<file path="config.mk">
export PLATFORM = sky130hd
export DESIGN_NAME = fnd_scan_controller
export DESIGN_NICKNAME = d
export VERILOG_FILES = /design/src/rtl/fnd_scan_controller.sv
export SDC_FILE = /design/constraint.sdc
export NUM_CORES = 1
export LEC_CHECK = 0
export CAP_MARGIN = 20
export CORE_UTILIZATION = 33
export DETAILED_ROUTE_END_ITERATION = 16
export GPL_ROUTABILITY_DRIVEN = 0
export GPL_TIMING_DRIVEN = 0
export SLEW_MARGIN = 20
export SYNTH_ARGS = -nofsm -noshare
export SYNTH_HDL_FRONTEND = slang
export SYNTH_SLANG_ARGS = --single-unit
</file>
<file path="constraint.sdc">
create_clock -name i_clk -period 2.8 [get_ports i_clk]
set_input_delay 0.84 -clock i_clk [delete_from_list [all_inputs] [get_ports i_clk]]
set_output_delay 0.84 -clock i_clk [all_outputs]
set_load 0.01 [all_outputs]
</file>
<file path="src/rtl/fnd_scan_controller.sv">
// Scan source for a 4-digit FND. It steps 8 scan positions: 4 BCD digits, then 4 decimal points.
// Input data is latched once per frame so a frame never shows a mix of old and new values.
module fnd_scan_controller #(
  parameter int SCAN_DIV     = 100_000,
  parameter int BLINK_FRAMES = 62
) (
  input  logic        i_clk,
  input  logic        i_reset,
  input  logic [15:0] i_bcd,
  input  logic [3:0]  i_dotMask,
  input  logic        i_blinkEn,
  output logic [2:0]  o_digitPosition,
  output logic [7:0]  o_fndFont,
  output logic        o_frameStart
);

  localparam int DIV_W = $clog2(SCAN_DIV);
  localparam int FRM_W = $clog2(BLINK_FRAMES) + 1;
  localparam logic [DIV_W-1:0] DIV_LAST = DIV_W'(SCAN_DIV - 1);
  localparam logic [FRM_W-1:0] FRM_LAST = FRM_W'(BLINK_FRAMES - 1);

  logic [DIV_W-1:0] r_div;
  logic [2:0]       r_pos;
  logic [15:0]      r_bcd;
  logic [3:0]       r_mask;
  logic [FRM_W-1:0] r_frame;
  logic             r_phase;
  logic             r_frame_start;
  logic             tick;
  logic             frame_edge;
  logic [3:0]       digit_nib;

  assign tick       = (r_div == DIV_LAST);
  assign frame_edge = tick && (r_pos == 3'd7);

  always_ff @(posedge i_clk or posedge i_reset) begin
    if (i_reset) begin
      r_div         <= '0;
      r_pos         <= 3'd0;
      r_bcd         <= 16'h0000;
      r_mask        <= 4'h0;
      r_frame       <= '0;
      r_phase       <= 1'b0;
      r_frame_start <= 1'b0;
    end else begin
      r_div         <= tick ? '0 : r_div + 1'b1;
      r_frame_start <= frame_edge;
      if (tick) r_pos <= r_pos + 3'd1;
      // The blink counter runs whether or not blinking is enabled, so enabling it mid-run
      // joins the existing phase instead of restarting it.
      if (frame_edge) begin
        r_bcd  <= i_bcd;
        r_mask <= i_dotMask;
        if (r_frame == FRM_LAST) begin
          r_frame <= '0;
          r_phase <= ~r_phase;
        end else begin
          r_frame <= r_frame + 1'b1;
        end
      end
    end
  end

  assign digit_nib = r_bcd[{r_pos[1:0], 2'b00} +: 4];

  always_comb begin
    o_fndFont = 8'hFF;
    if (!r_pos[2]) begin
      case (digit_nib)
        4'd0:    o_fndFont = 8'hC0;
        4'd1:    o_fndFont = 8'hF9;
        4'd2:    o_fndFont = 8'hA4;
        4'd3:    o_fndFont = 8'hB0;
        4'd4:    o_fndFont = 8'h99;
        4'd5:    o_fndFont = 8'h92;
        4'd6:    o_fndFont = 8'h82;
        4'd7:    o_fndFont = 8'hF8;
        4'd8:    o_fndFont = 8'h80;
        4'd9:    o_fndFont = 8'h90;
        default: o_fndFont = 8'hFF;
      endcase
    end else begin
      // The blink enable is taken live, so it acts immediately rather than at the next frame.
      o_fndFont = {~(r_mask[r_pos[1:0]] & (~i_blinkEn | r_phase)), 7'h7F};
    end
  end

  assign o_digitPosition = r_pos;
  assign o_frameStart    = r_frame_start;

endmodule
</file>
==> flow_metrics.tcl <==
set metrics [dict create \
    fin_crit_ns 2.95 \
    ios 35 \
    required_ns 1.96 \
    layout_common_cells "dfrtp_1, clkdlybuf4s50_1, mux2_4, buf_4, nor2_1" \
    power_switching_mw 0.250 \
    p_per_area_nw_per_um2 381 \
    drt_pass1_iterations 4 \
    rows 31 \
    r2r-end "r_frame[0]$_DFFE_PP0P_" \
    endpoint_kind "output port" \
    slew_headroom 0.680 \
    drt_iter0_markers 103 \
    drtAntennaViolNets 0 \
    maxCapViolations 0 \
    htree_levels 2 \
    hold_depth 1 \
    dpl_cell_area_um2 3080 \
    min_from "r_phase$_DFFE_PP0P_" \
    fp.dieW_um 90.7 \
    internal_power_mw 1.01 \
    crit_top_cell "o21ai_1" \
    yosys_warnings 0 \
    clkTransAtPathRegs_ns 0.09 \
    synth-compound-area-share 0.0589 \
    clkPwrFrac 0.398 \
    syn_avg_cell_area_um2 12.7 \
    min_path_type "register to register" \
    final_common_cell "dfrtp_1" \
    synth-adder-area-share 0.0482 \
    crit_path_cell_trace "buf_6 > mux4_2 > inv_2 > buf_4 > ha_1 > nand2_1 > o21ai_1 > o21ai_1 > buf_2" \
    grt_start_max_net_pins 29 \
    routed_wl_um 4910 \
    switching_share 0.199 \
    dieArea_um2 8220 \
    critPathMaxFanout 5 \
    place_ws_ns -0.387 \
    regToRegStartpoint "o_digitPosition[1]$_DFFE_PP0N_" \
    antenna_cells 0 \
    seqCellArea_um2 1230 \
    leakagePower_nw 1.53 \
    die_height_um 90.7 \
    multi_input_area_um2 1290 \
    track_usage 0.126 \
    synth_edf_count 0 \
    reg2reg_depth 7 \
    startpoint_type "register" \
    rsz0062_at_grt "true" \
    fmax_mhz 339 \
    grt_antenna_before_repair 0 \
    period_share 1.05 \
    port_buffers 34 \
    ys_seq_area_frac 0.473 \
    synth_seq_cells 49 \
    core_area_um2 7410 \
    synth_area_leader_cell "dfrtp_1" \
    area_delta_synth_final_pct 26.9 \
    avgRoutedWirePerCell_um 13.8 \
    start_util 0.350 \
    hold_end "r_phase$_DFFE_PP0P_" \
    muxShareOfSynthArea 0.188 \
    slew_violations 0 \
    overflow 0 \
    whs_ns 0.480 \
    vias 1726 \
    synth_top_area_share 0.473 \
    cts_tree "done" \
    r2r_slack_ns 0.62 \
    ys_top_cells_by_area "dfrtp_1, mux2_4, ha_1" \
    cts_root_buf "clkbuf_8" \
    setup_ws_ns -0.149 \
    synth-xor-area-share 0.0473 \
    final.setup_skew_ns 0.0125 \
    fillCellCount 684 \
    criticalPathCategory "register to output port" \
    stdcell_area_um2 3290 \
    worst_path_max_delay_cell "mux4_2" \
    hold_viol 0 \
    cts_buffers 5 \
    syn_nets 237 \
    syn_area_um2 2590 \
    ir_worst_vdd_v 0.000241 \
    synthSimpleGateAreaFrac 0.137 \
    ys.flop_type "dfrtp_1" \
    critPathArrivalTime_ns 2.11 \
    combPwrFrac 0.039 \
    grt_pass1_wl_um 8350 \
    drc 0 \
    report.final.setup_viol 7 \
    clockBufferDepth 2 \
    synthDistinctLibCells 41 \
    p_seq_frac 0.563 \
    syn_inst 204 \
    final_nets 290 \
    slowest_delay_ns 0.52 \
    async_reset_ff_frac 1.00 \
    viasPerCell 4.83 \
    tightest_slew_ns 0.480 \
    grt_pass1_vias 1776 \
    drive_gt1_frac 0.306 \
    clk_latency_ns 0.30 \
    cts.sinks 49 \
    violations "negative setup slack" \
    outcome "finished, violations left" \
    synth_top_family_by_area "multiplexers" \
    dp_hpwl_um 3360 \
]
per-layer routing:
layer | part of all wire | vias to the layer above | GRT usage
li1 | - | 841 | -
met1 | 0.50 | 847 | 0.168
met2 | 0.45 | 34 | 0.206
met3 | 0.040 | 4 | 0.0269
met4 | 0.0092 | 0 | 0.0363
met5 | 0 | - | 0
worst max-delay path: cells and delay by family, from the launching register on:
family          cells  cell delay [ns]
flops               1             0.37
buf+inv             4             0.49
compound gates      2             0.16
simple gates        1             0.07
fa+ha+maj           1             0.21
mux                 1             0.52
worst max-delay path by stage:
stage	from	end	slack, ns	depth (start not counted)
after floorplan	o_digitPosition[0]$_DFFE_PP0N_	o_fndFont[3]	0.17	7
after global placement	o_digitPosition[0]$_DFFE_PP0N_	o_fndFont[3]	-0.40	8
after detailed placement	o_digitPosition[0]$_DFFE_PP0N_	o_fndFont[4]	-0.39	8
after CTS	o_digitPosition[0]$_DFFE_PP0N_	o_fndFont[4]	-0.14	8
after global routing	o_digitPosition[0]$_DFFE_PP0N_	o_fndFont[4]	-0.25	8
final	o_digitPosition[0]$_DFFE_PP0N_	o_fndFont[3]	-0.15	9
synth_stat cells (3+ instances only):
master,instances
dfrtp_1,49
mux2_4,17
nor2_1,12
ha_1,10
nand3_1,10
mux2_2,8
xor2_1,8
inv_1,7
nand2_1,7
nand4_1,6
xnor2_1,6
mux4_2,5
o31ai_1,5
a21oi_1,4
a31oi_1,4
nor2b_1,4
and3_1,3
buf_4,3
mux2i_1,3
through the flow:
stage          cells  total power [mW]   util  setup TNS, ns
5_1_grt          357              1.31  0.444          -1.54
3_3_place_gp     337             0.768  0.413         -12.81
4_1_cts          355              1.28  0.437         -0.837
6_report         357              1.26  0.444         -0.872
2_1_floorplan    204             0.732      -              0
3_5_place_dp     338             0.772  0.415          -2.12
power groups by stage:
stage	clock network [mW]	logic, mW	registers [mW]
4_1_cts	0.519	0.0514	0.707
3_3_place_gp	0	0.0471	0.721
3_5_place_dp	0	0.0512	0.721
6_report	0.499	0.0492	0.707
5_1_grt	0.546	0.0545	0.707
2_1_floorplan	0	0.0113	0.721
cell type report:
type                    instances  area share
plain buffers                  10      0.0308
multi-input cells             138       0.391
clock buffers                   6      0.0220
repair buffers                 46       0.125
well taps                      99      0.0376
flip-flops and latches         49       0.372
inverters                       7     0.00950
clock inverters                 2      0.0118
logic make-up after synthesis:
logic type	after synthesis
xor+xnor	14
mux	33
flops	49
simple gates	59
compound gates	22
fa+ha+maj	10
buf+inv	17
timing repair:
item / CTS / global route
setup endpoints to repair: 8 / 8
gates cloned: 0 / 0
hold endpoints to repair: 0 / 0
pin swaps: 3 / 4
resized for setup: 35 / 10
hold buffers: 0 / 0
setup buffers: 9 / 3
registers in the layout (all words and copies together) (netlist names):
name,count
r_frame,7
o_digitPosition,3
o_frameStart,1
r_mask,4
r_bcd,16
r_phase,1
r_div,17
No activity file was read; power rests on OpenSTA's default activity.
